--- config.mk ---
export PLATFORM = sky130hd
export DESIGN_NAME = seven_segment_reader
export DESIGN_NICKNAME = d
export VERILOG_FILES = /design/src/rtl/seven_segment_pkg.sv /design/src/rtl/seven_segment_pattern_decode.sv /design/src/rtl/seven_segment_reader.sv
export SDC_FILE = /design/constraint.sdc
export NUM_CORES = 1
export LEC_CHECK = 0
export CAP_MARGIN = 20
export CORE_MARGIN = 4
export CORE_UTILIZATION = 55
export DETAILED_ROUTE_END_ITERATION = 7
export PLACE_DENSITY = 0.79
export SETUP_SLACK_MARGIN = 0.15
export SYNTH_ARGS = -nofsm -noshare
export SYNTH_HDL_FRONTEND = slang
export SYNTH_HIERARCHICAL = 1
export SYNTH_SLANG_ARGS = --single-unit
--- constraint.sdc ---
create_clock -name clk -period 3.1 [get_ports clk]
set_input_delay 0.31 -clock clk [delete_from_list [all_inputs] [get_ports clk]]
set_output_delay 0.31 -clock clk [all_outputs]
set_load 0.03 [all_outputs]
--- src/rtl/seven_segment_pkg.sv ---
// seven_segment_pkg: segment patterns, special codes and FSM states for the seven-segment reader.
package seven_segment_pkg;
    localparam logic [6:0] PAT_0     = 7'b0000001;
    localparam logic [6:0] PAT_1     = 7'b1001111;
    localparam logic [6:0] PAT_2     = 7'b0010010;
    localparam logic [6:0] PAT_3     = 7'b0000110;
    localparam logic [6:0] PAT_4     = 7'b1001100;
    localparam logic [6:0] PAT_5     = 7'b0100100;
    localparam logic [6:0] PAT_6     = 7'b0100000;
    localparam logic [6:0] PAT_7     = 7'b0001111;
    localparam logic [6:0] PAT_8     = 7'b0000000;
    localparam logic [6:0] PAT_9     = 7'b0000100;
    localparam logic [6:0] PAT_BLANK = 7'b1111111;
    localparam logic [3:0] CODE_BLANK = 4'hF;
    localparam logic [3:0] CODE_ERR   = 4'hE;
    typedef enum logic [1:0] {IDLE, SETTLE, LOCKED} state_t;
endpackage

--- src/rtl/seven_segment_pattern_decode.sv ---
// seven_segment_pattern_decode: active-low segment pattern to digit code, flagging unknown patterns.
module seven_segment_pattern_decode
    import seven_segment_pkg::*;
(
    input  logic [6:0] pat_i,
    output logic [3:0] code_o,
    output logic       err_o
);
    always_comb begin
        err_o = 1'b0;
        case (pat_i)
            PAT_0:     code_o = 4'd0;
            PAT_1:     code_o = 4'd1;
            PAT_2:     code_o = 4'd2;
            PAT_3:     code_o = 4'd3;
            PAT_4:     code_o = 4'd4;
            PAT_5:     code_o = 4'd5;
            PAT_6:     code_o = 4'd6;
            PAT_7:     code_o = 4'd7;
            PAT_8:     code_o = 4'd8;
            PAT_9:     code_o = 4'd9;
            PAT_BLANK: code_o = CODE_BLANK;
            default: begin
                code_o = CODE_ERR;
                err_o  = 1'b1;
            end
        endcase
    end
endmodule

--- src/rtl/seven_segment_reader.sv ---
// seven_segment_reader: debounces a multiplexed seven-segment scan into decoded frames with valid/ready.
// Define SEVEN_SEGMENT_DP_EN to also capture the decimal point (seg_dp_n in, dp_o out).
module seven_segment_reader
    import seven_segment_pkg::*;
#(
    parameter int NUM_DIGITS    = 4,
    parameter int STABLE_CYCLES = 3
) (
    input  logic                    clk,
    input  logic                    rst_n,
    input  logic [6:0]              seg_in,
    input  logic [NUM_DIGITS-1:0]   dig_sel_n,
`ifdef SEVEN_SEGMENT_DP_EN
    input  logic                    seg_dp_n,
    output logic [NUM_DIGITS-1:0]   dp_o,
`endif
    output logic [4*NUM_DIGITS-1:0] value_o,
    output logic [NUM_DIGITS-1:0]   err_o,
    output logic                    valid_o,
    input  logic                    ready_i,
    output logic                    overflow_o
);
    localparam int IW = NUM_DIGITS > 1 ? $clog2(NUM_DIGITS) : 1;
`ifdef SEVEN_SEGMENT_DP_EN
    localparam int TW = IW + 8;
`else
    localparam int TW = IW + 7;
`endif

    logic [IW-1:0]           idx;
    logic [TW-1:0]           tag, tag_q;
    logic [7:0]              cnt_q;
    state_t                  state_q;
    logic                    legal, same, acc, full, free, dec_err;
    logic [3:0]              dec_code;
    logic [NUM_DIGITS-1:0]   mask_q, mask_d, stg_err_q, stg_err_d, err_q, err_d;
    logic [4*NUM_DIGITS-1:0] stg_val_q, stg_val_d, val_q, val_d;
    logic                    valid_q, valid_d, ovf_q, ovf_d;
`ifdef SEVEN_SEGMENT_DP_EN
    logic [NUM_DIGITS-1:0]   stg_dp_q, stg_dp_d, dp_q, dp_d;
`endif

    always_comb begin
        idx = '0;
        for (int i = 0; i < NUM_DIGITS; i++)
            if (!dig_sel_n[i]) idx = IW'(i);
    end

    assign legal = $countones(~dig_sel_n) == 1;
`ifdef SEVEN_SEGMENT_DP_EN
    assign tag = {idx, seg_in, seg_dp_n};
`else
    assign tag = {idx, seg_in};
`endif
    assign same = tag == tag_q;
    // A new tag restarts the count at 1, so it accepts immediately only when one sample suffices
    assign acc  = legal && ((state_q == IDLE || !same) ? STABLE_CYCLES == 1
                            : state_q == SETTLE && cnt_q == 8'(STABLE_CYCLES - 1));

    seven_segment_pattern_decode u_decode (
        .pat_i  (seg_in),
        .code_o (dec_code),
        .err_o  (dec_err)
    );

    always_ff @(posedge clk) begin
        if (!rst_n) begin
            state_q <= IDLE;
            cnt_q   <= '0;
            tag_q   <= '0;
        end else if (!legal) begin
            state_q <= IDLE;
            cnt_q   <= '0;
        end else if (state_q == IDLE || !same) begin
            tag_q   <= tag;
            cnt_q   <= 8'd1;
            state_q <= STABLE_CYCLES == 1 ? LOCKED : SETTLE;
        end else if (state_q == SETTLE) begin
            cnt_q   <= cnt_q + 8'd1;
            state_q <= acc ? LOCKED : SETTLE;
        end
    end

    assign full = &mask_q;
    assign free = !valid_q || ready_i;

    always_comb begin
        stg_val_d = stg_val_q;
        stg_err_d = stg_err_q;
        mask_d    = full ? '0 : mask_q;
        val_d     = val_q;
        err_d     = err_q;
`ifdef SEVEN_SEGMENT_DP_EN
        stg_dp_d  = stg_dp_q;
        dp_d      = dp_q;
`endif
        if (acc) begin
            stg_val_d[{idx, 2'b00} +: 4] = dec_code;
            stg_err_d[idx]               = dec_err;
            mask_d[idx]                  = 1'b1;
`ifdef SEVEN_SEGMENT_DP_EN
            stg_dp_d[idx]                = ~seg_dp_n;
`endif
        end
        if (full && free) begin
            val_d = stg_val_q;
            err_d = stg_err_q;
`ifdef SEVEN_SEGMENT_DP_EN
            dp_d  = stg_dp_q;
`endif
        end
        valid_d = (full && free) || (valid_q && !ready_i);
        ovf_d   = ovf_q || (full && !free);
    end

    always_ff @(posedge clk) begin
        if (!rst_n) begin
            mask_q    <= '0;
            stg_val_q <= '1;
            stg_err_q <= '0;
            val_q     <= '1;
            err_q     <= '0;
            valid_q   <= 1'b0;
            ovf_q     <= 1'b0;
`ifdef SEVEN_SEGMENT_DP_EN
            stg_dp_q  <= '0;
            dp_q      <= '0;
`endif
        end else begin
            mask_q    <= mask_d;
            stg_val_q <= stg_val_d;
            stg_err_q <= stg_err_d;
            val_q     <= val_d;
            err_q     <= err_d;
            valid_q   <= valid_d;
            ovf_q     <= ovf_d;
`ifdef SEVEN_SEGMENT_DP_EN
            stg_dp_q  <= stg_dp_d;
            dp_q      <= dp_d;
`endif
        end
    end

    assign value_o    = val_q;
    assign err_o      = err_q;
    assign valid_o    = valid_q;
    assign overflow_o = ovf_q;
`ifdef SEVEN_SEGMENT_DP_EN
    assign dp_o       = dp_q;
`endif
endmodule

After elaboration in Yosys (flattened, before gate mapping):

Index checks and enable logic that the tools add are counted.

* register bits: 65
* bits in latches: 0
* memory bits (writable): 0
* bits in read-only memories: 0
* bits of input ports: 14
* output and inout port bits: 22
* logic and storage cells: 78
* memories kept: 0

* add/subtract/negate cells: 5
* multiply operators: 0
* div/mod/pow operators: 0
* magnitude comparators: 2
* eq/ne operators: 14
* shift-type cells: 2
* multiplexer cells: 17
* bitwise logic cells: 4
* reduce and logical (&&, ||, !) cells: 22

Operator list (number)
* $pmux W4 S11: 1
* $eq A7 B7 Y1 const B: 3
* $bwmux W16: 1
* $shift A4 B6 Y16 const A: 1
* $shiftx A4 B6 Y16: 1
* $eq A7 B3 Y1 const B: 2
* $eq A7 B6 Y1 const B: 2
* $reduce_or A11 Y1: 1
* $eq A9 B9 Y1: 1
* $add A8 B1 Y8 const B: 1
* $eq A8 B2 Y1 const B: 1
* $mux W1: 8
* $mux W4: 2
* $eq A7 B1 Y1 const B: 1
* $eq A7 B4 Y1 const B: 1
* $eq A7 B5 Y1 const B: 1
* $logic_not A7 Y1: 1
* $logic_and A1 B1 Y1: 6
* $mux W2: 3
* $neg A4 Y6: 1
* $add A1 B1 Y2: 2
* $bwmux W4: 1
* $logic_not A1 Y1: 4
* $logic_or A1 B1 Y1: 4
* 14 further kinds: 16

Depth between registers and ports, before layout:

Gate-level depths: netlist of the first run.

* depth in word-level cells: 11
* depth in mapped cells: 10
* depth with buffers taken out: 9

Modules after synthesis:

The synthesis of the first run kept the hierarchy.

Modules (own cells, without submodules)
* seven_segment_reader: instances 1, cells an instance 322, area each 2793.9 um2, seq. area each 1301.2 um2
* seven_segment_pattern_decode: instances 1, cells an instance 38, area each 279.0 um2, seq. area each 0.0 um2

Worst setup path after synthesis of the first run:

Ideal clock, no wire load.

* kind: in2reg
* from: input port dig_sel_n[0]
* to: register stg_val_q[11]
* library setup time: 0.079 ns
* arrival: 2.823 ns
* data required time: 3.021 ns
* slack: 0.198 ns
* stages on the path: 9
* buffers on the path: 0
* path through: fa_1 -> inv_1 -> ha_1 -> ha_1 -> nor3b_4 -> nand4_1 -> a2111o_1 -> or4_4 -> o211ai_1

* word-level cells in the longest chain between the ends: 5

Ends and longest elaborated chain
* start, declared: line seven_segment_reader.sv:12 `input logic [NUM_DIGITS-1:0] dig_sel_n,`
* $not A4 Y4: line seven_segment_reader.sv:49 `assign legal = $countones(~dig_sel_n) == 1;`
* $add A1 B1 Y2 (implied by the code): line seven_segment_reader.sv:49
* $add A2 B2 Y3 (implied by the code): line seven_segment_reader.sv:49
* $eq A3 B1 Y1: line seven_segment_reader.sv:49
* $logic_and A1 B1 Y1: line seven_segment_reader.sv:57 `assign acc = legal && ((state_q == IDLE || !same) ? STABLE_CYCLES == 1`
* end signal, assigned: line seven_segment_reader.sv:131 `stg_val_q <= stg_val_d;`
* end, declared: line seven_segment_reader.sv:37 `logic [4*NUM_DIGITS-1:0] stg_val_q, stg_val_d, val_q, val_d;`

Every way passes these cells.
A chain may end at the register's enable or synchronous reset.

Worst setup path after layout of the first run:

* from: input port dig_sel_n[1]
* to: register stg_val_q[9]

* word-level cells in the longest chain between the ends: 8
* elaborated cells between the ends (all ways): 16
* classes of those cells: add/sub: 3; eq/ne: 2; shift: 2; mux: 5; bitwise: 1; reduce/logical: 3

Ends and longest elaborated chain
* branches (longest 8 deep; another with $neg A4 Y6)

Several ways; the timed one is not identified.

==> summary by stage, run 1 <==
Run status
The flow ran to the end, and the final reports show no timing, DRC or antenna violations.

Route
The count of unresolved DRC violations after routing is 0. The count of vias placed by the detailed router is 2,658. The total wire length after detailed routing is 6668 µm. The detailed router finished its first iteration with 118 violations. Dividing the detail-routed wire length by the instance count gives 13.95 µm.

Using the TritonRoute via totals, the vias-per-cell ratio works out to 5.561. Before antenna repair, the detailed router went through 4 iterations. In this run the remaining antenna-violating nets after routing total 0.

Worst hold path
The class of the tightest hold or removal check is register to register. The worst hold endpoint is err_o[1]$_SDFFE_PN0P_. The worst min-delay path startpoint is stg_err_q[1]$_SDFFE_PN0P_.

Counting instances, the worst hold path has a depth of 2.

Run
The number of maximum-capacitance constraint violations is 0.

Clocking
The clock tree synthesis step divided the H-tree into 3 levels. Clock tree synthesis inserted a total of 9 buffers. The post-CTS clock slew at the launch and capture registers of the worst setup and hold paths is 70 ps. The clock tree from TritonCTS is built. The cell at the root of the clock tree is clkbuf_8.

Counting along the longest clock path gives a buffer depth of 2. The clock net in this run drives a total of 65 sinks. The clock network latency to the later pin of the worst-skew pair is 330 ps.

STA
On the final layout, the worst clock skew is 7.048 ps. The minimum clock period after layout is 2717 ps. Setup repair after global routing left no endpoint under its margin. The worst pin sits at a relative slew slack of 0.5310. The final hold violation count was 0. Based on the critical path, the design can be clocked at up to 368.1 MHz. The number of pins with negative max-slew slack in the final report was 0. Setup slack on the critical path of the routed design comes to 383.5 ps. Across all hold checks on the routed design, the worst slack comes to 458.7 ps.

The total negative slack for setup checks is 0 ps. The fraction of the cycle the final worst path needs is 0.8763. Setup violations remaining at the end of the flow were counted as 0. At the pin with the least slew margin, the transition time is 703.5 ps.

Cells and area
The area added between synthesis and finish is 22.68%. The share of post-route cells with drive strength above 1 is 0.1152. The design area is 3770 µm². The area of the multi-input gates is 1650 µm². After the last flow step, the layout net total stands at 430. Registers take 1301 µm². Fill cells in the final layout number 423.

At the end of the flow the core is filled with cells to 0.7153. The number of antenna diodes in the final layout is 0.

Critical path
At the worst endpoint, the arrival time is 2970 ps. The largest driver fanout on the critical path is 4. The setup check on the worst reg-to-reg path leaves a slack of 870 ps.

The worst setup path is launched from a primary input. The critical register-to-register path startpoint is state_q[0]$_SDFFE_PN0P_. The endpoint kind of the worst setup timing path is a register. The critical setup path kind is primary input to register. The reg-to-reg critical path endpoint is stg_val_q[9]$_SDFFE_PN1P_. The cell count of the worst reg-to-reg path is 5. The critical path required time is 3360 ps.

Global route
The first global-routing pass estimated 11,250 µm of wire. The number of global-route vias before repair came to 2,493. Entering global routing, the biggest net connects 33 pins.

In the global route stage, overall resource usage came out at 0.2148. The number of antenna violations at the first check in global routing came to 0. The remaining global-route overflow is 0.

Pwr
The switching share of power is 0.2461. Cell internal power was estimated by the tool at 1.354 mW. The clock network fraction of design power is 0.409. The combinational cell fraction of total power is 0.108.

The static leakage is 1.474 nW. Of the total power, registers draw 0.482. The total power divided by cell area is 476.5 nW/µm². The maximum vdd drop is 0.2794 mV. Summed over all nets, the switching power comes to 0.4420 mW.

Placed design
The placer's final routability congestion estimate is 0.8083. Port buffering added 35 buffers. Timing analysis after detailed placement gives a worst setup slack of -252.4 ps. The detailed placement HPWL is 4675 µm. The area after detailed placement is 3520 µm².

Floorplanning
The standard cell core area is 5270 µm². The width of the die is 82.75 µm. The initial utilization of the core area, before any placement, comes to 0.5831. Pin placement for this block handled 36 I/O pins. The total die area is 6847 µm². In this run the core area contains 26 standard-cell rows.

Measured along the y axis, the die boundary spans 82.75 µm.

Logic synthesis
The primary flip-flop cell chosen by synthesis mapping is dfxtp_1. Ranked by instance count, the synthesized netlist is headed by dfxtp_1 (65), nand2_1 (62), nand3_1 (37). The largest total area in the synthesized netlist belongs to dfxtp_1. For this run, asynchronously set or reset flops after synthesis account for 0. The number of enable-type register cells in the synthesized netlist is 0. Counting flops and latches in the post-synthesis netlist gives 65. The post-synthesis average cell area is 8.536 µm². dfxtp_1 is the most common cell in the netlist. Synthesis instantiated 52 different standard cells from the library. For this run, the register share of the synthesized area comes to 0.4235. The area share of the largest cell type after synthesis is 0.4235. Synthesis produced 360 cells. In the post-synthesis netlist, the biggest area contributors are dfxtp_1 (42%), nand2_1 (7.6%), nand3_1 (6.0%). The total nets after synthesis is 387.

The yosys synthesis warning count is 6. The area of the mapped netlist is 3073 µm².
[repair_timing]
| action | CTS | global route |
|---|---|---|
| pin swaps | 2 | 5 |
| endpoints found under the setup margin | 10 | 22 |
| hold buffers | 0 | 0 |
| gates resized for setup | 2 | 5 |
| cloned | 0 | 1 |
| setup buffers | 0 | 1 |
[kinds of logic after synthesis]
logic type | count (synthesis) | share of synthesized area
AO/OA/AOI/OAI | 72 | 0.1572
XOR/XNOR | 16 | 0.04560
adder cells (fa/ha/maj) | 13 | 0.05537
buffers and inverters | 35 | 0.04845
flip-flops | 65 | 0.4235
multiplexers | 7 | 0.02280
AND/OR/NAND/NOR | 152 | 0.2472
[worst max-delay path, cell delays in order]
cell           delay [ps]
dlygate4sd2_1         260
fa_1                  500
inv_1                  40
ha_2                  180
ha_4                  220
nor3b_4               180
nand4_1               130
a2111o_1              390
or4_4                 580
o211ai_1              180
[registers in the layout, indices dropped and copies added, names as in the netlist, 2 cells and up]
register / count
stg_val_q: 16
value_o: 16
tag_q: 9
cnt_q: 8
err_o: 4
mask_q: 4
stg_err_q: 4
state_q: 2
[stage by stage]
stage / total power, mW / std cells
finish: 1.796 / 478
global route: 1.870 / 478
CTS: 1.804 / 476
detailed placement: 1.073 / 460
global placement: 1.067 / 460
floorplan: 1.011 / 360
[layout by cell type, fill, tap and decap left out, types with 2 or more instances in the layout]
master and n:
xnor2_1 10, buf_4 13, xor2_1 6, nor3_1 2
inv_1 17, clkbuf_8 11, nor2b_1 2, ha_1 10
nand4_1 7, or4_4 2, a21oi_1 16, mux2i_1 7
a22oi_1 5, nand2b_1 2, nor2_1 20, and3_1 2
nand2_1 62, dfxtp_1 65, o21ai_1 2, a211oi_1 4
dlymetal6s2s_1 2, nand3_1 37, nor3b_1 2, clkdlybuf4s50_1 32
o21ai_0 21, o211ai_2 2, o211ai_1 12, or3_4 2
[power by group through the flow]
stage	registers [mW]	clock network (mW)	logic, mW
floorplan	0.882	0	0.129
global placement	0.884	0	0.183
detailed placement	0.885	0	0.188
CTS	0.866	0.745	0.192
global route	0.868	0.785	0.216
finish	0.866	0.736	0.195
[worst max-delay path by stage]
stage	startpoint	end	slack, ps	depth (start not counted)
finish	dig_sel_n[1]	stg_val_q[9]$_SDFFE_PN1P_	380	10
global route	dig_sel_n[1]	stg_val_q[9]$_SDFFE_PN1P_	240	10
CTS	dig_sel_n[0]	stg_val_q[9]$_SDFFE_PN1P_	200	10
detailed placement	dig_sel_n[1]	stg_val_q[9]$_SDFFE_PN1P_	-250	10
global placement	dig_sel_n[0]	stg_val_q[4]$_SDFFE_PN1P_	-200	10
floorplan	dig_sel_n[0]	stg_val_q[11]$_SDFFE_PN1P_	200	9
[layer usage]
layer  GRT usage  vias up  part of all wire
li1            -     1342                 -
met3     0.04881       12             0.038
met4     0.08824        0             0.019
met2      0.3566       52              0.49
met1      0.2679     1252              0.46
met5           0        -                 0
[area by class of cell]
| cell class | instances | area share |
|---|---|---|
| multi-input cells | 260 | 0.4378 |
| flip-flops and latches | 65 | 0.3452 |
| repair buffers | 49 | 0.1211 |
| clock buffers | 12 | 0.04116 |
| well taps | 70 | 0.02323 |
| inverters | 18 | 0.01792 |
| clock inverters | 4 | 0.01361 |
Power figures use the tool's default switching activity.
==> run 2: changes to the inputs <==
--- a/config.mk
+++ b/config.mk
@@ -5,6 +5,7 @@
 export SDC_FILE = /design/constraint.sdc
 export NUM_CORES = 1
 export LEC_CHECK = 0
+export ABC_CLOCK_PERIOD_IN_PS = 3100
 export CAP_MARGIN = 20
 export CORE_MARGIN = 4
 export CORE_UTILIZATION = 55
==> results of run 2 <==
No change in the layout: final DEF, timing and power equal those of run 1.
==> run 3: changes to the inputs <==
--- a/config.mk
+++ b/config.mk
@@ -9,6 +9,7 @@
 export CAP_MARGIN = 20
 export CORE_MARGIN = 4
 export CORE_UTILIZATION = 55
+export CTS_BUF_LIST = sky130_fd_sc_hd__clkbuf_16
 export DETAILED_ROUTE_END_ITERATION = 7
 export PLACE_DENSITY = 0.79
 export SETUP_SLACK_MARGIN = 0.15
==> summary by stage, run 3 (same netlist as run 1, synthesis figures left out) <==
Run status
The flow ran to the end, and the final reports show no timing, DRC or antenna violations.

Worst hold path
The min-delay analysis places its worst path in the category register to register. The path with the worst hold slack has its endpoint at err_o[1]$_SDFFE_PN0P_. The hold-critical path depth is 2 (unchanged). The worst min-delay path startpoint is stg_err_q[1]$_SDFFE_PN0P_.

Route
The routed wirelength normalized by instance count is 14.41 µm (+3.3%). The starting DRC count in detailed routing was 141 (+19%). The total wire length after detailed routing came to 6919 µm (+3.8%). The routed via count divided by cell count is 5.642 (+1.5%). The count of unresolved DRC violations after routing is 0 (unchanged). The number of optimization iterations in the first detailed-route pass is 4 (unchanged). The remaining antenna violation count after routing was 0 (unchanged).

The count of vias placed by the detailed router is 2,708 (+1.9%).

STA
The minimum clock period after layout is 2713 ps (-3.945 ps). The timing-limited maximum frequency was 368.7 MHz (+0.15%). The final hold violation count was 0 (unchanged). The final clock skew came to 6.201 ps (-0.8468 ps).

The slew at the pin closest to its max-slew limit is 689.2 ps (-14.31 ps). The fraction of the cycle the final worst path needs is 0.8750 (-0.001273). The setup-violating endpoint count in the final report came to 0 (unchanged). Setup repair after global routing left no endpoint under its margin. The number of pins with negative max-slew slack in the final report came to 0 (unchanged).

The worst slew slack as a fraction of its limit was 0.5405 (+0.009536).

Critical path
The reg-to-reg critical path endpoint is stg_val_q[5]$_SDFFE_PN1P_. The gate family responsible for the most delay along the worst path is adder cells. The startpoint identified for the worst register-to-register timing path is state_q[0]$_SDFFE_PN0P_. The cell count of the worst reg-to-reg path came to 5 (unchanged). The launching element type of the critical path is a primary input. The worst-case register-to-register setup slack is 880 ps (about the same). The signal on the critical path passes through dlygate4sd2_1 -> fa_1 -> inv_1 -> ha_2 -> ha_4 -> nor3b_4 -> nand4_1 -> a2111o_1 -> or4_4 -> o211ai_1. The slowest cell on the critical path is or4_4. The largest driver fanout on the critical path is 4 (unchanged). By startpoint and endpoint, the worst setup path is classified as primary input to register. The highest cell delay on the worst timing path is 570 ps (about the same). The worst setup path is captured at a register.

The critical path required time was 3350 ps (about the same). The number of buffer and inverter instances along the worst setup path is 2 (unchanged). The data arrival time of the critical path is 2960 ps (about the same).

Global route
The global routing usage summed across all routing layers came to 0.2244 (+0.009658). The remaining global-route overflow is 0 (unchanged). The number of antenna violations at the first check in global routing is 0 (unchanged). The met2 routing resource usage after global routing is 0.3718 (+0.01522).

The met3 capacity usage during global routing is 0.04230 (-0.006508). The met1 track demand over resource is 0.2830 (+0.01511). The most utilized layer in the global route result is met2. The number of global-route vias before repair was 2,540 (+1.9%).

The wire length of the first global-routing pass was 11,740 µm (+4.4%). The pin count of the biggest net entering global routing came to 33 (unchanged).

Pwr
The total power divided by cell area is 523.9 nW/µm² (+10%). The maximum vdd drop is 0.3399 mV (+22%). The sum of internal, switching and leakage power is 2.028 mW (+13%). The static leakage is 1.523 nW (+3.3%).

Placed design
The number of cells in the design after placement is 460 (unchanged). The placer's final routability congestion estimate was 0.8083 (unchanged). The detailed placement HPWL is 4675 µm (unchanged).

The count of input and output buffers is 35 (unchanged).

Clocking
The CTS sink count was 65 (unchanged). The number of clock buffers inserted by TritonCTS is 9 (unchanged). The cts-stage hold buffer count is 0 (unchanged).

The post-CTS clock slew at the launch and capture registers of the worst setup and hold paths is 50 ps (-20 ps). The clock tree from TritonCTS is built. Clock tree synthesis selected as its root buffer the cell clkbuf_16. The clock network latency to the later pin of the worst-skew pair was 320 ps (about the same). The count of H-tree levels built during CTS is 3 (unchanged). The worst-case clock buffer depth is 2 (unchanged).

Cells and area
The number of diodes came to 0 (unchanged). The final net count is 432 (+0.47%). The number of fillers in the final layout came to 404 (-4.5%). The area of the multi-input gates came to 1654 µm² (+0.23%). The area of all sequential standard cells is 1301 µm² (unchanged). The top cell types in the final layout, fill and taps aside, are dfxtp_1 (65), nand2_1 (62), nand3_1 (37).

The non-filler instance count after layout is 480 (+0.42%). The share of post-route cells with drive strength above 1 is 0.1171 (+0.001877). Leaving out fill and tap cells, the most frequent cell in the layout is dfxtp_1. The area added between synthesis and finish is 25.94%.

The share of the core filled with cells is 0.7343 (+0.01899).

Floorplanning
The vertical die dimension was 82.75 µm (unchanged). The total die area is 6847 µm² (unchanged). The count of boundary I/O pins is 36 (unchanged). The effective utilization at floorplan is 0.5831 (unchanged). The standard-cell row count is 26 (unchanged).

The width of the die is 82.75 µm (unchanged). The standard cell core area came to 5270 µm² (unchanged).

Run
The number of maximum-capacitance constraint violations was 0 (unchanged).
==> run 3: cell count changes in the layout (fill, tap and decap cells not counted), sizes merged <==
cell,change
clkinv,+2
buf,+2
clkbuf,-3
inv,+1
==> run 3: metrics by stage <==
stage | setup slack [ps] | hold WS (ps) | instance area, µm² | setup TNS (ps)
6_report | 387.4 | 454.9 | 3870 | 0
5_1_grt | 196.5 | 472.5 | 3870 | 0
4_1_cts | 179.9 | 456.7 | 3850 | 0
3_5_place_dp | -252.4 | 450.0 | 3520 | -4313
3_3_place_gp | -199.1 | 444.9 | 3520 | -3180
2_1_floorplan | 198.3 | 428.5 | 3073 | 0
==> run 3: cell type report <==
| class | instances | share of cell area |
|---|---|---|
| flip-flops and latches | 65 | 0.3362 |
| clock buffers | 9 | 0.05820 |
| inverters | 18 | 0.01746 |
| multi-input cells | 260 | 0.4274 |
| well taps | 70 | 0.02263 |
| clock inverters | 7 | 0.01617 |
| repair buffers | 51 | 0.1219 |
==> run 3: worst max-delay path by stage <==
stage                 start                          to  slack (ps)  cells past startpoint
2_1_floorplan  dig_sel_n[0]  stg_val_q[11]$_SDFFE_PN1P_         200                      9
3_3_place_gp   dig_sel_n[0]   stg_val_q[4]$_SDFFE_PN1P_        -200                     10
3_5_place_dp   dig_sel_n[1]   stg_val_q[9]$_SDFFE_PN1P_        -250                     10
4_1_cts        dig_sel_n[0]   stg_val_q[9]$_SDFFE_PN1P_         180                     10
5_1_grt        dig_sel_n[1]   stg_val_q[5]$_SDFFE_PN1P_         200                     10
6_report       dig_sel_n[1]   stg_val_q[5]$_SDFFE_PN1P_         390                     10
==> run 3: where the power goes <==
| group | leakage [nW] | switching (mW) | internal, mW | total, mW |
|---|---|---|---|---|
| clock | 0.142 | 0.351 | 0.613 | 0.964 |
| sequential | 0.526 | 0.0145 | 0.854 | 0.868 |
| combinational | 0.855 | 0.109 | 0.0863 | 0.196 |
==> run 3: routing by layer <==
metal	vias to the layer above	share of wire
met5	-	0
met4	0	0.013
met3	9	0.043
met2	64	0.50
met1	1287	0.45
li1	1348	-
==> run 3: worst register-to-register path: stages (launching register included) <==
cell,delay (ps)
dfxtp_1,350
nor2b_1,450
nand4_1,210
a2111o_1,390
or4_4,570
o211ai_1,180
==> run 3: repair_timing <==
item	CTS	global route
setup endpoints to repair	12	24
gates cloned	1	0
pin swaps	2	5
hold endpoints to repair	0	0
setup buffers	1	2
gates resized for setup	3	5
